### src/rtl/cpu_bus_pkg.sv
// rtl/cpu_bus_pkg.sv - shared fetch-bridge state type and AXI encodings
package cpu_bus_pkg;

    typedef enum logic [1:0] {
        ST_IDLE  = 2'd0,
        ST_AR    = 2'd1,
        ST_R     = 2'd2,
        ST_DRAIN = 2'd3
    } bridge_state_e;

    localparam logic [1:0] BURST_INCR = 2'b01;
    localparam logic [2:0] SIZE_WORD  = 3'b010;
    localparam logic [1:0] RESP_OKAY  = 2'b00;

endpackage

### src/rtl/inst_uncached_axi_bridge_if.sv
// rtl/inst_uncached_axi_bridge_if.sv - AXI4 read-address and read-data channels
interface inst_uncached_axi_bridge_if #(
    parameter int ID_WIDTH = 4,
    parameter int ADDR_W   = 32,
    parameter int DATA_W   = 32
) ();
    logic [ID_WIDTH-1:0] arid;
    logic [ADDR_W-1:0]   araddr;
    logic [7:0]          arlen;
    logic [2:0]          arsize;
    logic [1:0]          arburst;
    logic                arvalid;
    logic                arready;
    logic [ID_WIDTH-1:0] rid;
    logic [DATA_W-1:0]   rdata;
    logic [1:0]          rresp;
    logic                rlast;
    logic                rvalid;
    logic                rready;

    modport master (
        output arid, araddr, arlen, arsize, arburst, arvalid, rready,
        input  arready, rid, rdata, rresp, rlast, rvalid
    );

    modport slave (
        input  arid, araddr, arlen, arsize, arburst, arvalid, rready,
        output arready, rid, rdata, rresp, rlast, rvalid
    );
endinterface

### src/rtl/inst_uncached_axi_bridge.sv
// rtl/inst_uncached_axi_bridge.sv - uncached fetch request to single-beat AXI4 read, flush-aware
module inst_uncached_axi_bridge
    import cpu_bus_pkg::*;
#(
    parameter int ID_WIDTH = 4,
    parameter int AR_ID    = 0,
    parameter int ADDR_W   = 32,
    parameter int DATA_W   = 32
) (
    input  logic              clk,
    input  logic              reset,
    input  logic              inst_req,
    input  logic [ADDR_W-1:0] inst_addr,
    input  logic              flush,
    output logic [DATA_W-1:0] inst_rdata,
    output logic              inst_valid,
    output logic              inst_err,
    output logic              inst_busy,
    inst_uncached_axi_bridge_if.master axi
);
    bridge_state_e     state;
    logic              kill;
    logic [ADDR_W-1:0] araddr_q;
    logic              arvalid_q;
    logic              rready_q;

    assign axi.arid    = ID_WIDTH'(AR_ID);
    assign axi.araddr  = araddr_q;
    assign axi.arlen   = 8'd0;
    assign axi.arsize  = SIZE_WORD;
    assign axi.arburst = BURST_INCR;
    assign axi.arvalid = arvalid_q;
    assign axi.rready  = rready_q;
    assign inst_busy   = (state != ST_IDLE);

    logic unused_sigs;
    assign unused_sigs = &{1'b0, axi.rid, axi.rlast, inst_addr[1:0]};

    always_ff @(posedge clk) begin
        if (reset) begin
            state      <= ST_IDLE;
            kill       <= 1'b0;
            araddr_q   <= '0;
            arvalid_q  <= 1'b0;
            rready_q   <= 1'b0;
            inst_valid <= 1'b0;
            inst_err   <= 1'b0;
            inst_rdata <= '0;
        end else begin
            inst_valid <= 1'b0;
            inst_err   <= 1'b0;
            case (state)
                ST_IDLE: begin
                    kill <= 1'b0;
                    if (inst_req && !flush) begin
                        araddr_q  <= {inst_addr[ADDR_W-1:2], 2'b00};
                        arvalid_q <= 1'b1;
                        state     <= ST_AR;
                    end
                end
                ST_AR: begin
                    // The address beat must complete even when killed; the data is dropped later.
                    if (axi.arready) begin
                        arvalid_q <= 1'b0;
                        rready_q  <= 1'b1;
                        state     <= (flush || kill) ? ST_DRAIN : ST_R;
                    end else if (flush) begin
                        kill <= 1'b1;
                    end
                end
                ST_R: begin
                    if (axi.rvalid) begin
                        rready_q <= 1'b0;
                        state    <= ST_IDLE;
                        if (!flush) begin
                            inst_rdata <= axi.rdata;
                            inst_valid <= 1'b1;
                            inst_err   <= (axi.rresp != RESP_OKAY);
                        end
                    end else if (flush) begin
                        state <= ST_DRAIN;
                    end
                end
                ST_DRAIN: begin
                    if (axi.rvalid) begin
                        rready_q <= 1'b0;
                        kill     <= 1'b0;
                        state    <= ST_IDLE;
                    end
                end
                default: state <= ST_IDLE;
            endcase
        end
    end
endmodule

### src/flat_wrapper.sv
// flat-port wrapper written by rule: the top's interface ports become plain ports
module inst_uncached_axi_bridge_flat import cpu_bus_pkg::*;
#(
    parameter int ID_WIDTH = 4,
    parameter int AR_ID    = 0,
    parameter int ADDR_W   = 32,
    parameter int DATA_W   = 32
)
  (clk, reset, inst_req, inst_addr, flush, inst_rdata, inst_valid, inst_err, inst_busy, axi_arid, axi_araddr, axi_arlen, axi_arsize, axi_arburst, axi_arvalid, axi_rready, axi_arready, axi_rid, axi_rdata, axi_rresp, axi_rlast, axi_rvalid);
  inst_uncached_axi_bridge_if #(.ID_WIDTH(ID_WIDTH), .ADDR_W(ADDR_W), .DATA_W(DATA_W)) axi_i ();
  input  logic clk;
  input  logic reset;
  input  logic inst_req;
  input  logic [ADDR_W-1:0] inst_addr;
  input  logic flush;
  output logic [DATA_W-1:0] inst_rdata;
  output logic inst_valid;
  output logic inst_err;
  output logic inst_busy;
  output wire logic [$bits(axi_i.arid)-1:0] axi_arid;
  output wire logic [$bits(axi_i.araddr)-1:0] axi_araddr;
  output wire logic [$bits(axi_i.arlen)-1:0] axi_arlen;
  output wire logic [$bits(axi_i.arsize)-1:0] axi_arsize;
  output wire logic [$bits(axi_i.arburst)-1:0] axi_arburst;
  output wire logic [$bits(axi_i.arvalid)-1:0] axi_arvalid;
  output wire logic [$bits(axi_i.rready)-1:0] axi_rready;
  input wire logic [$bits(axi_i.arready)-1:0] axi_arready;
  input wire logic [$bits(axi_i.rid)-1:0] axi_rid;
  input wire logic [$bits(axi_i.rdata)-1:0] axi_rdata;
  input wire logic [$bits(axi_i.rresp)-1:0] axi_rresp;
  input wire logic [$bits(axi_i.rlast)-1:0] axi_rlast;
  input wire logic [$bits(axi_i.rvalid)-1:0] axi_rvalid;
  assign axi_arid = axi_i.arid;
  assign axi_araddr = axi_i.araddr;
  assign axi_arlen = axi_i.arlen;
  assign axi_arsize = axi_i.arsize;
  assign axi_arburst = axi_i.arburst;
  assign axi_arvalid = axi_i.arvalid;
  assign axi_rready = axi_i.rready;
  assign axi_i.arready = axi_arready;
  assign axi_i.rid = axi_rid;
  assign axi_i.rdata = axi_rdata;
  assign axi_i.rresp = axi_rresp;
  assign axi_i.rlast = axi_rlast;
  assign axi_i.rvalid = axi_rvalid;
  inst_uncached_axi_bridge #(.ID_WIDTH(ID_WIDTH), .AR_ID(AR_ID), .ADDR_W(ADDR_W), .DATA_W(DATA_W)) u_core (.clk(clk), .reset(reset), .inst_req(inst_req), .inst_addr(inst_addr), .flush(flush), .inst_rdata(inst_rdata), .inst_valid(inst_valid), .inst_err(inst_err), .inst_busy(inst_busy), .axi(axi_i));
endmodule
### config.mk
export PLATFORM = sky130hd
export DESIGN_NAME = inst_uncached_axi_bridge_flat
export DESIGN_NICKNAME = d
export VERILOG_FILES = /design/src/rtl/cpu_bus_pkg.sv /design/src/rtl/inst_uncached_axi_bridge_if.sv /design/src/rtl/inst_uncached_axi_bridge.sv /design/src/flat_wrapper.sv
export SDC_FILE = /design/constraint.sdc
export NUM_CORES = 1
export LEC_CHECK = 0
export ABC_AREA = 1
export CAP_MARGIN = 25
export CORE_MARGIN = 4
export CORE_UTILIZATION = 50
export CTS_CLUSTER_SIZE = 12
export DETAILED_ROUTE_END_ITERATION = 10
export DONT_BUFFER_PORTS = 1
export MAX_ROUTING_LAYER = met4
export PLACE_DENSITY_LB_ADDON = 0.1
export SYNTH_ARGS = -nofsm -noshare
export SYNTH_HDL_FRONTEND = slang
export SYNTH_SLANG_ARGS = --single-unit
### constraint.sdc
create_clock -name clk -period 3.26 [get_ports clk]
set_input_delay 0.489 -clock clk [delete_from_list [all_inputs] [get_ports clk]]
set_output_delay 0.489 -clock clk [all_outputs]
set_load 0.05 [all_outputs]
==> results.sh, run 1 <==
export IMPL_antenna_found_initial=0
export IMPL_synth_area_leader_cell="dfxtp_1"
export IMPL_power_density_nw_per_um2=929
export IMPL_setup_violations=0
export IMPL_vias_per_cell=5.03
export IMPL_area_growth_pct=3.28
export IMPL_crit_path_top_delay_cell="nor2_8"
export IMPL_synth_top_area_share_pct=48.3
export IMPL_n_fill_cell=546
export IMPL_core_sq_um=5540
export IMPL_cp_end_kind="flip-flop"
export IMPL_worstPathArrival_ns=2.30
export IMPL_hpwl_um=4140
export IMPL_clk_pin_slew_ns=0.07
export IMPL_finalCritPeriodShare_pct=63.7
export IMPL_grt_pass1_vias=2016
export IMPL_die_w_um=83.7
export IMPL_layout_min_cycle_time_ns=2.08
export IMPL_crit_start="u_core.state[1]$_SDFFE_PP0P_"
export IMPL_worst_setup_path_type="reg -> reg"
export IMPL_cts_htree_levels=3
export IMPL_grt_ovfl_total=0
export IMPL_routed_wl_um=5950
export IMPL_synthesis_area_sq_um=2860
export IMPL_boundaryPins=163
export IMPL_timing_fmax_mhz=482
export IMPL_maxCapViolCount=0
export IMPL_num_rows=27
export IMPL_cts_root_buf="clkbuf_8"
export IMPL_outcome="finished, final reports clean"
export IMPL_numCtsBuffers=9
export IMPL_finalSetupTns_ns=0
export IMPL_crit_buf_inv=3
export IMPL_worst_pin_slew_ns=0.881
export IMPL_drt_pass1_iter_count=6
export IMPL_critical_path_max_fanout=32
export IMPL_fin_skew_ns=0.00856
export IMPL_worstSkewPairLatency_ns=0.32
export IMPL_clockBufferDepth=2
export IMPL_finalNonFillerCells=423
export IMPL_cts_sinks=69
export IMPL_crit_path_start_kind="flip-flop"
export IMPL_postLayoutCoreUtil_pct=53.4
export IMPL_crit_path_max_incr_delay_ns=0.45
export IMPL_worstReg2RegStart="u_core.state[1]$_SDFFE_PP0P_"
export IMPL_routedWlPerCell_um=14.1
export IMPL_die_h_um=83.7
export IMPL_synth_seq_area_share_pct=48.3
export IMPL_ys_seq_elements=69
export IMPL_fp_dieArea_sq_um=7000
export IMPL_critical_path_required_ns=3.48
export IMPL_drc=0
export IMPL_postRouteAntennaNets=0
export IMPL_drive_above_1_share_pct=8.83
export IMPL_io_buffers=0
export IMPL_hp_start="reset"
export IMPL_diodes=0
export IMPL_synth_area_leaders="dfxtp_1, o21ai_0, nor2_1"
export IMPL_grt_usage_pct=16.4
export IMPL_setup_ws_ns=1.18
export IMPL_p_leak_nw=1.23
export IMPL_post_cts_buffers=0
export IMPL_initial_core_util_pct=51.7
export IMPL_cts_resized=0
export IMPL_crit_chain="inv_1, ha_1, inv_1, nor2_8, inv_4, nor2_1, nor2_1"
export IMPL_fin_nets=430
export IMPL_synthDistinctLibCells=26
export IMPL_ir_drop_mv=0.434
export IMPL_dp_cells=407
export IMPL_min_path_type="in -> reg"
export IMPL_rsz0062_at_grt="no"
export IMPL_synth_avg_cell_area_sq_um=8.04
export IMPL_num_vias=2129
export IMPL_cp_top_family="buffers and inverters"
export IMPL_yosys_warnings=0
export IMPL_finalHoldViolCount=0
export IMPL_maxSlewHeadroom_pct=41.2
export IMPL_cts_tree="done"
export IMPL_grt_max_degree=66
export IMPL_grt_pass1_wl_um=9180
export IMPL_drtIter0Drc=83
export IMPL_gp_congestion=0.764
export IMPL_syn_inst=356
export IMPL_postCtsHoldBufs=0
export IMPL_dp_slack_ns=1.17
export IMPL_finalMaxSlewViolations=0
[cell type report]
class	count	area [sq um]	share of cell area (%)
clock inverter	5	83.8	2.84
clock buffer	11	141	4.78
multi-input combinational	223	1100	37.1
inverter	43	164	5.54
tap	72	90.1	3.05
sequential	69	1380	46.7
[synthesized netlist by cell type]
| master | instances |
|---|---|
| inv_2 | 3 |
| inv_1 | 39 |
| or2_2 | 1 |
| nand2_4 | 1 |
| o21ai_0 | 54 |
| nor2_1 | 62 |
| conb_1 | 2 |
| clkbuf_2 | 1 |
| o21a_1 | 1 |
| buf_4 | 23 |
| nand3_4 | 1 |
| ha_1 | 7 |
| clkbuf_1 | 3 |
| nor2_2 | 8 |
| o21ai_1 | 11 |
| dfxtp_1 | 69 |
| nor3_1 | 1 |
| a21oi_1 | 36 |
| nor2_8 | 1 |
| buf_8 | 1 |
| inv_4 | 1 |
| buf_2 | 5 |
| buf_6 | 5 |
| nand2_1 | 17 |
| nand3_1 | 1 |
| nand4_1 | 2 |
[registers in the layout (all words and copies together), names as in the netlist]
| signal | flops |
|---|---|
| u_core.inst_rdata | 32 |
| u_core.axi.araddr | 30 |
| u_core.state | 2 |
| u_core.axi.arvalid | 1 |
| u_core.axi.rready | 1 |
| u_core.inst_err | 1 |
| u_core.inst_valid | 1 |
| u_core.kill | 1 |
[power by group]
part,total [W],internal (W),switching [W]
Combinational,0.000519,0.000154,0.000365
Clock,0.000766,0.000453,0.000313
Sequential,0.00146,0.000973,0.000489
Total,0.00275,0.00158,0.00117
[stage by stage]
stage	hold WS (ns)	total power [W]	cell area [sq um]
2_1_floorplan	0.444	0.00197	2930
3_3_place_gp	0.465	0.00199	2730
3_5_place_dp	0.465	0.00201	2730
4_1_cts	0.202	0.00278	2960
5_1_grt	0.202	0.00291	2960
6_report	0.220	0.00275	2960
[per-layer routing]
layer	vias up	track usage, %	part of all wire, %
met5	-	-	0
met4	0	7.02	1.6
met3	11	6.22	12
met2	114	25.2	45
met1	934	19.3	42
li1	1070	-	-
[path summary, 6_finish.rpt]
path | to | slack (ns) | cells after the start
max | u_core.axi.araddr[21]$_SDFFE_PP0P_ | 1.18 | 7
min | u_core.axi.rready$_SDFFE_PP0P_ | 0.22 | 1
max reg2reg | u_core.axi.araddr[21]$_SDFFE_PP0P_ | 1.18 | 7
min reg2reg | u_core.kill$_SDFFE_PP0P_ | 0.48 | 2
[placed cells by master, fill, tap and decap left out]
cell type,synthesis,final
inv_2,3,3
nand2_1,17,17
nand2_4,1,1
clkbuf_8,0,10
clkinvlp_4,0,2
nor2_1,62,62
ha_1,7,7
conb_1,2,19
bufinv_16,0,2
nor2_2,8,8
o21ai_1,11,11
o21a_1,1,1
dfxtp_1,69,69
clkbuf_1,3,1
o21ai_0,54,54
nor3_1,1,1
inv_4,1,1
nand4_1,2,2
or2_2,1,1
nand3_1,1,1
clkinv_4,0,1
a21oi_1,36,36
nand3_4,1,1
nor2_8,1,1
inv_1,39,39
[kinds of logic after synthesis]
family                     Yosys count  synth area share [%]
AOI/OAI and AO/OA                  102                  17.9
and+or+nand+nor                     95                  14.8
buffers and inverters               81                  15.7
DFF                                 69                  48.3
adders and majority gates            7                  3.06
other                                2                 0.262
Note: power is estimated with default switching activity, not from simulation.
==> inputs of run 2 (changes only) <==
==> constraint.sdc (replaced) <==
create_clock -name clk -period 2.05 [get_ports clk]
set_input_delay 0.3075 -clock clk [delete_from_list [all_inputs] [get_ports clk]]
set_output_delay 0.3075 -clock clk [all_outputs]
set_load 0.05 [all_outputs]
==> results.sh, run 2 (same netlist as run 1, synthesis figures left out) <==
export IMPL_finalCritPeriodShare_pct=90.2
export IMPL_cts_resized=0
export IMPL_antenna_found_initial=0
export IMPL_routedWlPerCell_um=14.1
export IMPL_critical_path_required_ns=1.74
export IMPL_gp_congestion=0.790
export IMPL_largest_register_ffs=32
export IMPL_min_path_type="in -> reg"
export IMPL_finalSetupTns_ns=0
export IMPL_critical_path_max_fanout=6
export IMPL_cts_htree_levels=3
export IMPL_cts_sinks=69
export IMPL_initial_core_util_pct=51.7
export IMPL_grt_pass1_wl_um=9420
export IMPL_diodes=0
export IMPL_setup_violations=0
export IMPL_layout_min_cycle_time_ns=1.85
export IMPL_finalMaxSlewViolations=0
export IMPL_drtIter0Drc=99
export IMPL_p_leak_nw=1.26
export IMPL_grt_ovfl_total=0
export IMPL_outcome="finished, final reports clean"
export IMPL_drive_above_1_share_pct=10.4
export IMPL_worst_pin_slew_ns=0.543
export IMPL_power_w=0.00441
export IMPL_numCtsBuffers=9
export IMPL_cts_root_buf="clkbuf_8"
export IMPL_power_density_nw_per_um2=1470
export IMPL_fin_nets=435
export IMPL_timing_fmax_mhz=541
export IMPL_post_cts_buffers=0
export IMPL_die_h_um=83.7
export IMPL_vias_per_cell=4.83
export IMPL_worstPathArrival_ns=1.54
export IMPL_drt_pass1_iter_count=4
export IMPL_boundaryPins=163
export IMPL_grt_usage_pct=17.0
export IMPL_routed_wl_um=6030
export IMPL_num_rows=27
export IMPL_area_growth_pct=4.55
export IMPL_core_sq_um=5540
export IMPL_maxSlewHeadroom_pct=63.8
export IMPL_maxCapViolCount=0
export IMPL_fin_skew_ns=0.00529
export IMPL_clockBufferDepth=2
export IMPL_num_vias=2069
export IMPL_postCtsHoldBufs=0
export IMPL_largest_register="u_core.inst_rdata"
export IMPL_clk_pin_slew_ns=0.07
export IMPL_rsz0062_at_grt="no"
export IMPL_layout_cells_most_common="dfxtp_1"
export IMPL_cts_tree="done"
export IMPL_grt_pass1_vias=1941
export IMPL_worstSkewPairLatency_ns=0.33
export IMPL_finalHoldViolCount=0
export IMPL_layout_common_cells="dfxtp_1, nor2_1, o21ai_0, inv_1, a21oi_1"
export IMPL_crit_path_start_kind="flip-flop"
export IMPL_postRouteAntennaNets=0
export IMPL_cp_end_kind="output pin"
export IMPL_ir_drop_mv=0.781
export IMPL_die_w_um=83.7
export IMPL_drc=0
export IMPL_io_buffers=0
export IMPL_hpwl_um=4270
export IMPL_grt_max_degree=65
export IMPL_worst_setup_path_type="reg -> out"
export IMPL_fp_dieArea_sq_um=7000
## run 2: cell count changes in the layout (fill, tap and decap cells not counted)
cell | before | now
clkinvlp_4 | 2 | 1
clkbuf_1 | 1 | 0
clkinv_2 | 0 | 2
buf_4 | 0 | 5
## run 2: layer usage
layer,global-route usage (%),wire (um),vias to the layer above
li1,-,-,1073
met1,20.9,2630,890
met2,24.1,2620,102
met3,8.59,729,4
met4,6.14,48,0
met5,-,0,-
## run 2: area by class of cell
type / count / area (sq um)
clock buffer: 10 / 138
clock inverter: 6 / 86.3
fill: 551 / 2550
inverter: 43 / 164
multi-input combinational: 223 / 1100
sequential: 69 / 1380
tap: 72 / 90.1
timing repair buffer: 5 / 37.5
## run 2: worst max-delay path: stages (launching register included)
cell     delay (ns)
dfxtp_1        0.43
inv_1          0.13
ha_1           0.25
inv_1          0.17
buf_4          0.23
## run 2: worst paths after layout
kind | from | to | slack [ns] | cells after the start
setup / recovery | u_core.state[0]$_SDFFE_PP0P_ | inst_busy | 0.20 | 4
hold / removal | reset | u_core.axi.rready$_SDFFE_PP0P_ | 0.04 | 1
setup reg to reg | u_core.state[0]$_SDFFE_PP0P_ | u_core.inst_rdata[18]$_SDFFE_PP0P_ | 0.30 | 6
hold reg to reg | u_core.kill$_SDFFE_PP0P_ | u_core.kill$_SDFFE_PP0P_ | 0.50 | 2
## run 2: through the flow
stage	cells	cell area, sq um	utilization [%]	hold slack [ns]	setup slack [ns]
final	428	2990	54.0	0.0357	0.202
after floorplan	373	2930	-	0.377	0.376
after global placement	412	2770	50.0	0.378	0.365
after global routing	428	2990	54.0	0.00739	0.0566
after CTS	428	2990	54.0	0.0184	0.169
after detailed placement	412	2770	50.0	0.381	0.301
## run 2: power breakdown
part           switching, W  internal (W)
clock              0.000506      0.000716
combinational      0.000587      0.000274
sequential         0.000776       0.00155
total               0.00187       0.00254
